File: src/rtl/iot_event_source_pkg.sv
// Shared types and constants for the IoT event source.
package iot_pkg;

    localparam int MAX_COUNT       = 255;
    localparam int DEFAULT_NUM_DEV = 8;

    // Stored device index is wide enough for any legal NUM_DEV (up to 255),
    // so the FIFO entry format does not depend on the instance parameters.
    localparam int REQ_DEV_W = 8;

    typedef enum logic [1:0] {
        ST_IDLE  = 2'd0,
        ST_ISSUE = 2'd1,
        ST_GAP   = 2'd2
    } state_t;

    typedef struct packed {
        logic [REQ_DEV_W-1:0] dev;
        logic                 on;
    } req_t;

endpackage

File: src/rtl/iot_event_source_if.sv
// Request handshake bundle: producer drives valid/dev/on, source returns ready.
interface iot_req_if #(
    parameter int DEV_W = 3
);
    logic             req_valid;
    logic             req_ready;
    logic [DEV_W-1:0] req_dev;
    logic             req_on;

    modport master (
        output req_valid,
        output req_dev,
        output req_on,
        input  req_ready
    );

    modport slave (
        input  req_valid,
        input  req_dev,
        input  req_on,
        output req_ready
    );
endinterface

File: src/rtl/iot_event_source_req_fifo.sv
// Small request FIFO; flags derive from registered pointers, so a pop while
// full only reopens the write side on the following cycle.
module iot_req_fifo
    import iot_pkg::*;
#(
    parameter int DEPTH = 4
) (
    input  logic clk,
    input  logic rst,
    input  logic push,
    input  req_t push_data,
    input  logic pop,
    output req_t head,
    output logic full,
    output logic empty
);

    localparam int AW = $clog2(DEPTH);

    logic [AW:0] wr_ptr;
    logic [AW:0] rd_ptr;
    req_t        mem [DEPTH];
    logic        do_push;
    logic        do_pop;

    // Extra pointer MSB distinguishes full from empty when the indices match.
    assign empty   = (wr_ptr == rd_ptr);
    assign full    = (wr_ptr[AW] != rd_ptr[AW]) && (wr_ptr[AW-1:0] == rd_ptr[AW-1:0]);
    assign do_push = push && !full;
    assign do_pop  = pop && !empty;
    assign head    = mem[rd_ptr[AW-1:0]];

    // Pointer advance with natural wrap.
    always_ff @(posedge clk or negedge rst) begin
        if (!rst) begin
            wr_ptr <= '0;
            rd_ptr <= '0;
        end else begin
            if (do_push) wr_ptr <= wr_ptr + 1'b1;
            if (do_pop)  rd_ptr <= rd_ptr + 1'b1;
        end
    end

    // Storage write; contents are don't-care until a pointer covers them.
    always_ff @(posedge clk) begin
        if (do_push) mem[wr_ptr[AW-1:0]] <= push_data;
    end

endmodule

File: src/rtl/iot_event_source.sv
// Device-side event transmitter: filters on/off requests against the committed
// device bitmap and emits one change pulse per real transition.
//
//   state    | meaning
//   ---------+------------------------------------------------------------
//   ST_IDLE  | waiting; staged request is evaluated every cycle
//   ST_ISSUE | change=1 this cycle, bitmap/count already committed
//   ST_GAP   | change forced low; last gap cycle may evaluate the next one
//
// A one-entry stage register sits between the FIFO and the evaluator, giving
// push -> stage -> issue latency. Evaluation is allowed in the final gap cycle
// so consecutive pulses are spaced exactly 1+GAP_CYCLES cycles.
module iot_event_source
    import iot_pkg::*;
#(
    parameter int NUM_DEV    = DEFAULT_NUM_DEV,
    parameter int DEV_W      = $clog2(NUM_DEV),
    parameter int FIFO_DEPTH = 4,
    parameter int GAP_CYCLES = 1
) (
    input  logic               clk,
    input  logic               rst,
    iot_req_if.slave           req,
    output logic               change,
    output logic               on_off,
    output logic [NUM_DEV-1:0] dev_state,
    output logic [7:0]         active_count,
    output logic [7:0]         redundant_count
);

    localparam int GAP_W    = (GAP_CYCLES > 1) ? $clog2(GAP_CYCLES) : 1;
    localparam int GAP_LOAD = (GAP_CYCLES > 0) ? GAP_CYCLES - 1 : 0;

    state_t             state;
    state_t             next_state;
    logic [GAP_W-1:0]   gap_cnt;

    req_t               fifo_in;
    req_t               fifo_head;
    logic               fifo_full;
    logic               fifo_empty;
    logic               fifo_push;
    logic               fifo_pop;

    req_t               cur_req;
    logic               cur_valid;
    logic [NUM_DEV-1:0] dev_mask;
    logic               dev_ok;
    logic               cur_is_on;
    logic               cur_real;
    logic               eval_slot;
    logic               cur_take;
    logic               fire;
    logic               drop;

    logic               change_nxt;
    logic               on_off_nxt;

    assign fifo_in.dev  = REQ_DEV_W'(req.req_dev);
    assign fifo_in.on   = req.req_on;
    assign req.req_ready = !fifo_full;
    assign fifo_push    = req.req_valid && !fifo_full;

    iot_req_fifo #(
        .DEPTH (FIFO_DEPTH)
    ) u_fifo (
        .clk       (clk),
        .rst       (rst),
        .push      (fifo_push),
        .push_data (fifo_in),
        .pop       (fifo_pop),
        .head      (fifo_head),
        .full      (fifo_full),
        .empty     (fifo_empty)
    );

    // One-hot select of the staged device; out-of-range indices select nothing.
    always_comb begin
        dev_mask = '0;
        for (int i = 0; i < NUM_DEV; i++) begin
            dev_mask[i] = (cur_req.dev == REQ_DEV_W'(i));
        end
    end

    assign dev_ok    = (cur_req.dev < REQ_DEV_W'(NUM_DEV));
    assign cur_is_on = |(dev_state & dev_mask);
    assign cur_real  = dev_ok && (cur_is_on != cur_req.on);

    // Cycles in which the staged request may be consumed.
    always_comb begin
        eval_slot = 1'b0;
        unique case (state)
            ST_IDLE:  eval_slot = 1'b1;
            ST_ISSUE: eval_slot = (GAP_CYCLES == 0);
            ST_GAP:   eval_slot = (gap_cnt == '0);
            default:  eval_slot = 1'b0;
        endcase
    end

    assign cur_take = cur_valid && eval_slot;
    assign fire     = cur_take && cur_real;
    assign drop     = cur_take && !cur_real;
    assign fifo_pop = !fifo_empty && (!cur_valid || cur_take);

    // State register.
    always_ff @(posedge clk or negedge rst) begin
        if (!rst) state <= ST_IDLE;
        else      state <= next_state;
    end

    // Next-state selection.
    always_comb begin
        next_state = state;
        unique case (state)
            ST_IDLE: begin
                if (fire) next_state = ST_ISSUE;
            end
            ST_ISSUE: begin
                if (fire)                 next_state = ST_ISSUE;
                else if (GAP_CYCLES > 0)  next_state = ST_GAP;
                else                      next_state = ST_IDLE;
            end
            ST_GAP: begin
                if (gap_cnt == '0) next_state = fire ? ST_ISSUE : ST_IDLE;
            end
            default: next_state = ST_IDLE;
        endcase
    end

    // Registered output values for the coming cycle.
    always_comb begin
        change_nxt = fire;
        on_off_nxt = fire ? cur_req.on : on_off;
    end

    // Event outputs; on_off holds its last direction between pulses.
    always_ff @(posedge clk or negedge rst) begin
        if (!rst) begin
            change <= 1'b0;
            on_off <= 1'b0;
        end else begin
            change <= change_nxt;
            on_off <= on_off_nxt;
        end
    end

    // Gap down-counter, loaded when a pulse hands over to the gap.
    always_ff @(posedge clk or negedge rst) begin
        if (!rst) begin
            gap_cnt <= '0;
        end else if (state == ST_ISSUE && next_state == ST_GAP) begin
            gap_cnt <= GAP_W'(GAP_LOAD);
        end else if (state == ST_GAP && gap_cnt != '0) begin
            gap_cnt <= gap_cnt - 1'b1;
        end
    end

    // Stage register between the FIFO head and the evaluator.
    always_ff @(posedge clk or negedge rst) begin
        if (!rst) begin
            cur_valid <= 1'b0;
            cur_req   <= '0;
        end else if (fifo_pop) begin
            cur_valid <= 1'b1;
            cur_req   <= fifo_head;
        end else if (cur_take) begin
            cur_valid <= 1'b0;
        end
    end

    // Committed device bitmap and counters; updated on the edge that raises change.
    always_ff @(posedge clk or negedge rst) begin
        if (!rst) begin
            dev_state       <= '0;
            active_count    <= '0;
            redundant_count <= '0;
        end else begin
            if (fire) begin
                if (cur_req.on) begin
                    dev_state    <= dev_state | dev_mask;
                    active_count <= active_count + 8'd1;
                end else begin
                    dev_state    <= dev_state & ~dev_mask;
                    active_count <= active_count - 8'd1;
                end
            end
            if (drop && redundant_count != 8'(MAX_COUNT)) begin
                redundant_count <= redundant_count + 8'd1;
            end
        end
    end

endmodule

File: src/flat_wrapper.sv
// flat-port wrapper written by rule: the top's interface ports become plain ports
module iot_event_source_flat import iot_pkg::*;
#(
    parameter int NUM_DEV    = DEFAULT_NUM_DEV,
    parameter int DEV_W      = $clog2(NUM_DEV),
    parameter int FIFO_DEPTH = 4,
    parameter int GAP_CYCLES = 1
)
  (clk, rst, change, on_off, dev_state, active_count, redundant_count, req_req_valid, req_req_dev, req_req_on, req_req_ready);
  iot_req_if #(.DEV_W(DEV_W)) req_i ();
  input  logic clk;
  input  logic rst;
  output logic change;
  output logic on_off;
  output logic [NUM_DEV-1:0] dev_state;
  output logic [7:0] active_count;
  output logic [7:0] redundant_count;
  input wire logic [$bits(req_i.req_valid)-1:0] req_req_valid;
  input wire logic [$bits(req_i.req_dev)-1:0] req_req_dev;
  input wire logic [$bits(req_i.req_on)-1:0] req_req_on;
  output wire logic [$bits(req_i.req_ready)-1:0] req_req_ready;
  assign req_i.req_valid = req_req_valid;
  assign req_i.req_dev = req_req_dev;
  assign req_i.req_on = req_req_on;
  assign req_req_ready = req_i.req_ready;
  iot_event_source #(.NUM_DEV(NUM_DEV), .DEV_W(DEV_W), .FIFO_DEPTH(FIFO_DEPTH), .GAP_CYCLES(GAP_CYCLES)) u_core (.clk(clk), .rst(rst), .req(req_i), .change(change), .on_off(on_off), .dev_state(dev_state), .active_count(active_count), .redundant_count(redundant_count));
endmodule
File: config.mk
export PLATFORM = sky130hd
export DESIGN_NAME = iot_event_source_flat
export DESIGN_NICKNAME = d
export VERILOG_FILES = /design/src/rtl/iot_event_source_pkg.sv /design/src/rtl/iot_event_source_if.sv /design/src/rtl/iot_event_source_req_fifo.sv /design/src/rtl/iot_event_source.sv /design/src/flat_wrapper.sv
export SDC_FILE = /design/constraint.sdc
export NUM_CORES = 1
export LEC_CHECK = 0
export CORE_MARGIN = 2
export CORE_UTILIZATION = 29
export DETAILED_ROUTE_END_ITERATION = 10
export PLACE_DENSITY_LB_ADDON = 0.1
export SYNTH_ARGS = -nofsm -noshare
export SYNTH_HDL_FRONTEND = slang
export SYNTH_SLANG_ARGS = --single-unit
File: constraint.sdc
create_clock -name clk -period 2.4 [get_ports clk]
set_clock_uncertainty 0.1 [all_clocks]
set_input_delay 0.48 -clock clk [delete_from_list [all_inputs] [get_ports clk]]
set_output_delay 0.48 -clock clk [all_outputs]
set_load 0.02 [all_outputs]
## Yosys cells after proc, flatten, opt, wreduce, memory -nomap -nowiden

Memories as Yosys holds them, arrays and structs flattened. A register that Yosys moved wholly into a read port is not among the register bits.
Cells that the tools add are included.

| cells by class | value |
|---|---|
| add/sub/neg operators | 6 |
| reductions and logical operators | 23 |
| order comparisons | 1 |
| mux-type cells | 14 |
| equal/unequal tests | 15 |
| bitwise operators | 5 |

Operators by type and width:

| operator | count |
|---|---|
| $eq 8x3->1 const B | 4 |
| $add 8x1->8 const B | 2 |
| $and 8x8->8 | 2 |
| $eq 8x2->1 const B | 2 |
| $mux 8 | 2 |
| $logic_and 1x1->1 | 12 |
| $eq 8x1->1 const B | 1 |
| $logic_not 8->1 | 1 |
| $lt 8x4->1 const B | 1 |
| $ne 8x8->1 const B | 1 |
| $not 8->8 | 1 |
| $or 8x8->8 | 1 |
| $reduce_or 8->1 | 1 |
| $sub 8x1->8 const B | 1 |
| $mux 1 | 7 |
| $add 3x1->3 const B | 2 |
| $mux 2 | 3 |
| $pmux 2 s3 | 1 |
| $logic_not 1->1 | 5 |
| $eq 2x2->1 const B | 2 |
| $reduce_bool 2->1 | 2 |
| $eq 3x3->1 | 1 |
| $eq 2x1->1 const B | 1 |
| $eq 2x2->1 | 1 |
| other kinds (6) | 7 |

| storage, ports and cells | value |
|---|---|
| memories kept | 1 |
| output and inout bits | 27 |
| flip-flop bits (word level) | 44 |
| RAM bits | 16 |

Memories:

| name | depth | bits a word | read ports | clocked after memory_dff | wr ports | line | source |
|---|---|---|---|---|---|---|---|
| u_core.u_fifo.mem | 4 | 4 | 1 | 1 | 1 | iot_event_source_req_fifo.sv:22 | `req_t mem [DEPTH];` |

## Logic depth before layout (Yosys ltp)

Gate-level depths: netlist (run 1).

| depth | value |
|---|---|
| word-level depth | 12 |
| mapped depth | 7 |
| mapped depth without buffers | 7 |

## Cells and area by module

From an unflattened synthesis (run 1), not the netlist that was laid out.

| unflattened totals | value |
|---|---|
| cell total of the unflattened synthesis | 306 |
| area total of the unflattened synthesis | 3,948.8 um^2 |

By module, submodules not included:

| module | times used | seq. area each (um^2) | area each (um^2) | cells each |
|---|---|---|---|---|
| iot_event_source | 1 | 975.9 | 2,162.1 | 210 |
| iot_req_fifo | 1 | 1,231.2 | 1,786.7 | 96 |

## Least setup slack after synthesis (run 1)

Ideal clock, no wire load.

| path | value |
|---|---|
| kind | register to register |
| start point | register u_core.cur_req[0] (netlist name) |
| end point | register u_core.active_count[6] |
| arrival time | 1,962 ps |
| slack | 272 ps |
| clock period less this slack | 2,128 ps |
| required time | 2,234 ps |
| cell stages (with the launch flop) | 8 |
| buffers on the path | 0 |
| setup time | 66 ps |
| cells stage by stage | dfrtp_1 -> inv_1 -> ha_1 -> a21o_1 -> a21oi_1 -> or4b_2 -> o2111ai_1 -> mux2_1 |

| between the ends | value |
|---|---|
| longest elaborated chain between the ends | 3 |
| elaborated cells between the ends (all ways) | 4 |
| classes of those cells | eq/ne (1); mux (1); reduce/logical (2) |

RTL lines:

| what | line | source |
|---|---|---|
| $ne 1x1->1 | iot_event_source.sv:87 | `assign cur_real = dev_ok && (cur_is_on != cur_req.on);` |
| $logic_and 1x1->1 | iot_event_source.sv:87 |  |
| $logic_and 1x1->1 | iot_event_source.sv:101 | `assign fire = cur_take && cur_real;` |
| end signal, assigned | iot_event_source.sv:181 | `active_count <= active_count + 8'd1;` |
| end signal, assigned | iot_event_source.sv:184 | `active_count <= active_count - 8'd1;` |
| end, declared | iot_event_source.sv:27 | `output logic [7:0] active_count,` |

Several ways; a longest one is shown, not always the timed one.
A chain may end at the register's enable or synchronous reset.

## Final worst setup path (run 1)

| path | value |
|---|---|
| start point | register u_core.cur_req[3] (netlist name) |
| end point | register u_core.active_count[5] |

| between the ends | value |
|---|---|
| longest elaborated chain between the ends | 6 |
| elaborated cells between the ends (all ways) | 14 |
| classes of those cells | order compare (1); eq/ne (8); bitwise (1); reduce/logical (4) |

RTL lines:

| what | line | source |
|---|---|---|
| $eq 8x1->1 (tied with other cells) | iot_event_source.sv:81 | `dev_mask[i] = (cur_req.dev == REQ_DEV_W'(i));` |
| $and 8x8->8 | iot_event_source.sv:86 | `assign cur_is_on = \|(dev_state & dev_mask);` |
| $reduce_or 8->1 | iot_event_source.sv:86 |  |
| $ne 1x1->1 | iot_event_source.sv:87 |  |
| $logic_and 1x1->1 (*) | iot_event_source.sv:87 |  |
| $logic_and 1x1->1 (*) | iot_event_source.sv:101 |  |

Mark *: on every way between the ends. The rest lies on a longest branch, timed or not.

==> flow_metrics.tcl, run 1 <==
set metrics [dict create \
    async_reset_ff_frac 0.714 \
    syn_nets 239 \
    fp.dieW_um 102 \
    tns_ps 0 \
    max_slew.worst_pin.slew_ps 538 \
    path_class "reg -> reg" \
    hpwl_um 4110 \
    status "complete, no violations" \
    critPathLaunchType "flip-flop" \
    totalWireLength_um 5520 \
    avgViaCountPerCell 4.59 \
    drc 0 \
    cts_sinks 56 \
    grt_overflow 0 \
    crit_slowest_cell "dfrtp_1" \
    end_kind "flip-flop" \
    synth_cell_types 49 \
    netlist_area_mm2 0.00280 \
    synthTopCellsByArea "dfrtp_1 36%, edfxtp_1 17%, mux2_1 6.0%" \
    ys_seq_elements 56 \
    nNetsFinal 285 \
    coreArea_mm2 0.00928 \
    critPathMaxStageDelay_ps 440 \
    cp_max_fo 8 \
    antenna_cells 0 \
    h-tree-depth 2 \
    post-cts-setup-buffer-count 0 \
    start_util 0.301 \
    drive_above_1_share 0.147 \
    cts_tree "yes" \
    syn_to_final_growth_pct 23.3 \
    syn_avg_cell_area_um2 12.8 \
    ir_drop_mv 0.446 \
    cp_cell_sequence "buf_4, mux2i_1, a22o_1, nor4_2, or2_1, mux2_1" \
    synth_top_area_share 0.358 \
    powerDensity_mw_per_mm2 1570 \
    die_area_mm2 0.0104 \
    wl_per_cell_um 14.0 \
    hp-class "in -> async" \
    io_buffers 33 \
    synthCells 219 \
    rows 35 \
    path_buf_inv 1 \
    drv_cap 0 \
    critPathArrivalTime_ps 2330 \
    antenna_left 0 \
    setup_violations 0 \
    clock_path_buffers 2 \
    numCtsBuffers 5 \
    rsz0062_at_grt "no" \
    yosysWarnings 0 \
    antenna_found_initial 0 \
    die_y_um 102 \
    first_global_vias 1891 \
    slew_viol_final 0 \
    floorplan.io_pins 34 \
    p_total_uw 5410 \
    synth-main-ff-cell "dfrtp_1" \
    synth-edff-count 16 \
    clk_latency_ps 320 \
    clk_pin_slew_ps 110 \
    yosysSeqAreaShare 0.530 \
    min_period_over_period 0.928 \
    dr.pass1.iters 4 \
    required_ps 2510 \
    cp_top_family "simple AND/OR/NAND/NOR gates" \
    postCtsHoldBufs 0 \
    p_leak_uw 0.00143 \
    relSlewSlack 0.641 \
    hold-worst-slack_ps 27.9 \
    grt_pass1_wl_um 9360 \
    hold_violations 0 \
    fin_crit_ps 2230 \
    drt_iter0_drc 29 \
    place.gp.congestion 0.740 \
    grt_max_degree 22 \
    synth_top_cell_by_area "dfrtp_1" \
    max_freq_mhz 449 \
    vias 1814 \
    grtUsageTotal 0.118 \
    cts_root_buf "clkbuf_8" \
]
[synth_stat cells, types with 4 or more instances]
master and instances:
edfxtp_1 16, xnor2_1 8, mux4_2 4, dfrtp_1 40, a21oi_1 4, inv_1 10
o21ai_0 8, o211ai_1 5, ha_1 12, nand2_1 11, nor3_1 6, and3_1 5
nand3_1 6, mux2_1 15, xor2_1 13
[worst paths after layout]
path	from	depth (start not counted)	slack [ps]	end
worst max register to register	u_core.cur_req[3]	6	170	u_core.active_count[5]
max in group asynchronous	rst	2	1670	u_core.cur_req[2]
worst min register to register	u_core.active_count[7]	1	380	u_core.active_count[7]
worst max-delay path	u_core.cur_req[3]	6	170	u_core.active_count[5]
min in group clk	u_core.active_count[7]	1	380	u_core.active_count[7]
worst min-delay path	rst	1	30	u_core.redundant_count[6]
[worst reg2reg max path, delay by kind of cell, from the launching register on]
| family | cells | cell delay (ps) |
|---|---|---|
| AOI/OAI and AO/OA | 1 | 280 |
| buffers and inverters | 1 | 170 |
| DFF | 1 | 440 |
| muxes | 2 | 510 |
| and+or+nand+nor | 2 | 630 |
[where the power goes]
group / switching, uW / internal [uW] / leakage [uW]
sequential: 329 / 1380 / 0.000632
combinational: 1630 / 1510 / 0.000753
clock: 343 / 215 / 0.0000463
total: 2300 / 3110 / 0.00143
[kinds of logic (layout without fill, tap and decap cells)]
logic type,count (synthesis),after routing,synth area share
AO/OA/AOI/OAI,38,38,0.0975
XOR/XNOR,21,21,0.0658
adder cells (fa/ha/maj),13,13,0.0608
buffers and inverters,16,63,0.0268
flip-flops,56,56,0.530
multiplexers,26,26,0.121
AND/OR/NAND/NOR,49,49,0.0984
[area by class of cell]
class / count / area [um2]
clock inverters: 3 / 27.5
flip-flops and latches: 56 / 1480
fillers: 941 / 5840
clock buffers: 5 / 68.8
repair buffers: 45 / 430
inverters: 10 / 37.5
well taps: 129 / 161
multi-input cells: 147 / 1240
[layer usage]
| layer | vias up | track usage | part of all wire |
|---|---|---|---|
| met1 | 885 | 0.157 | 0.47 |
| met5 | - | 0 | 0 |
| met2 | 20 | 0.192 | 0.49 |
| met3 | 8 | 0.0233 | 0.024 |
| li1 | 901 | - | - |
| met4 | 0 | 0.0400 | 0.014 |
[placed cells by master (no fill, tap or decap), types with 2 or more instances in the layout]
cell	Yosys	final
dfrtp_1	40	40
clkdlybuf4s50_1	0	31
edfxtp_1	16	16
mux2_1	15	15
xor2_1	13	13
ha_1	12	12
nand2_1	11	11
buf_4	1	11
inv_1	10	10
xnor2_1	8	8
o21ai_0	8	8
nand3_1	6	6
nor3_1	6	6
and3_1	5	5
o211ai_1	5	5
clkbuf_8	0	5
a21oi_1	4	4
mux4_2	4	4
mux2i_1	3	3
nor2_1	3	3
mux2_2	3	3
a21o_1	3	3
a31oi_1	3	3
o2111ai_1	3	3
nor4_1	3	3
o22ai_1	2	2
o21ai_1	2	2
a21oi_2	2	2
and2_1	2	2
nand4_1	2	2
or3_1	2	2
[timing repair]
action,in CTS,in global routing
endpoints found under the setup margin,0,1
resized for setup,0,1
endpoints found under the hold margin,0,0
[metrics by stage]
| step | cells | area, um2 | setup WS (ps) | utilization |
|---|---|---|---|---|
| floorplan | 219 | 2800 | 272 | - |
| global placement | 387 | 3350 | 194 | 0.361 |
| detailed placement | 387 | 3350 | 176 | 0.361 |
| CTS | 395 | 3440 | 53.7 | 0.371 |
| global route | 395 | 3450 | 14.1 | 0.371 |
| finish | 395 | 3450 | 172 | 0.371 |
No activity file was read; power rests on OpenSTA's default activity.
==> inputs of run 2 (changes only) <==
Settings changed: CORE_MARGIN 2 to not set.
==> flow_metrics.tcl, run 2 (synthesis results as in run 1) <==
set metrics [dict create \
    drv_cap 0 \
    hp-class "reg -> reg" \
    antenna_left 0 \
    hpwl_um 4000 \
    drt_iter0_drc 47 \
    grt_max_degree 20 \
    final_cell_mix "40 x dfrtp_1, 31 x clkdlybuf4s50_1, 16 x edfxtp_1" \
    fillers 936 \
    grt_pass1_wl_um 9250 \
    rsz0062_at_grt "no" \
    clk_pin_slew_ps 110 \
    cp_cell_sequence "inv_1, fa_1, a21o_1, a21oi_1, or4b_2, o2111ai_1, mux2_1" \
    required_ps 2560 \
    powerDensity_mw_per_mm2 1580 \
    cp_top_family "simple AND/OR/NAND/NOR gates" \
    fin_crit_ps 2180 \
    cts_tree "yes" \
    path_buf_inv 1 \
    antenna_cells 0 \
    met3_usage 0.0209 \
    end_kind "flip-flop" \
    drive_above_1_share 0.156 \
    dr.pass1.iters 4 \
    preCtsSetupSlack_ps 147 \
    cp_max_fo 8 \
    post-cts-setup-buffer-count 0 \
    p_leak_uw 0.00144 \
    avgViaCountPerCell 4.57 \
    tns_ps 0 \
    hold_violations 0 \
    min_period_over_period 0.906 \
    fp.dieW_um 100 \
    final_common_cell "dfrtp_1" \
    antenna_found_initial 0 \
    nNetsFinal 288 \
    setup_violations 0 \
    cts_root_buf "clkbuf_8" \
    critPathArrivalTime_ps 2330 \
    clock_path_buffers 2 \
    cp.depth 7 \
    totalWireLength_um 5400 \
    grt_use_met2 0.203 \
    setup_slack_ps 225 \
    path_class "reg -> reg" \
    coreArea_mm2 0.00928 \
    place.gp.congestion 0.733 \
    die_area_mm2 0.0100 \
    clk_latency_ps 310 \
    hold_path_depth 1 \
    p_total_uw 5450 \
    ir_drop_mv 0.381 \
    first_global_vias 1872 \
    dpl_cell_area_mm2 0.00335 \
    numCtsBuffers 5 \
    max_freq_mhz 460 \
    vias 1817 \
    grt_overflow 0 \
    critPathMaxStageDelay_ps 610 \
    grt_use_met1 0.152 \
    critPathLaunchType "flip-flop" \
    grtUsageTotal 0.119 \
    finalInstanceArea_mm2 0.00346 \
    rr_worst_depth 7 \
    drc 0 \
    placedCellCount 389 \
    busiest_layer "met2" \
    layout.cells.non_filler 398 \
    status "complete, no violations" \
    slew_viol_final 0 \
    io_buffers 33 \
    relSlewSlack 0.682 \
    die_y_um 100 \
    rows 35 \
    cts_sinks 56 \
    wl_per_cell_um 13.6 \
    max_slew.worst_pin.slew_ps 474 \
    h-tree-depth 2 \
    floorplan.io_pins 34 \
    syn_to_final_growth_pct 23.8 \
    crit_slowest_cell "or4b_2" \
    start_util 0.301 \
]
-- run 2: changes by cell type in the layout (fill, tap and decap cells not counted), sizes merged --
cell,previous run,this run
buf,13,15
clkinv,1,0
dlygate4sd3,0,1
clkinvlp,1,2
-- run 2: metrics by stage --
step           utilization  hold WS [ps]
6_report             0.373           374
5_1_grt              0.373           403
4_1_cts              0.372           382
3_5_place_dp         0.361           254
3_3_place_gp         0.361           258
2_1_floorplan            -          84.4
-- run 2: worst paths after layout --
| check | to | startpoint | slack [ps] |
|---|---|---|---|
| max | u_core.active_count[6] | u_core.cur_req[0] | 220 |
| min | u_core.active_count[7] | u_core.active_count[7] | 370 |
| max reg2reg | u_core.active_count[6] | u_core.cur_req[0] | 220 |
| min reg2reg | u_core.active_count[7] | u_core.active_count[7] | 370 |
| max in group asynchronous | u_core.on_off | rst | 1250 |
| min in group asynchronous | u_core.active_count[3] | rst | 440 |
-- run 2: report_power, final --
part / total (uW) / internal (uW) / switching (uW)
Clock: 553 / 213 / 340
Combinational: 3190 / 1550 / 1650
Sequential: 1700 / 1380 / 321
-- run 2: cell type report --
type,instances,area (um2),share of cell area
well taps,129,161,0.0466
repair buffers,48,443,0.128
clock inverters,3,26.3,0.00759
clock buffers,5,68.8,0.0199
multi-input cells,147,1240,0.359
flip-flops and latches,56,1480,0.428
inverters,10,37.5,0.0108
-- run 2: what timing repair did --
item / in CTS / in global routing
resized for setup: 0 / 2
endpoints found under the setup margin: 0 / 3
hold buffers: 1 / 0
endpoints found under the hold margin: 8 / 0
-- run 2: per-layer routing --
metal  routed length, um  vias up
met3                 107        5
met4                  59        0
met1                2600      895
met5                   0        -
li1                    -      899
met2                2640       18
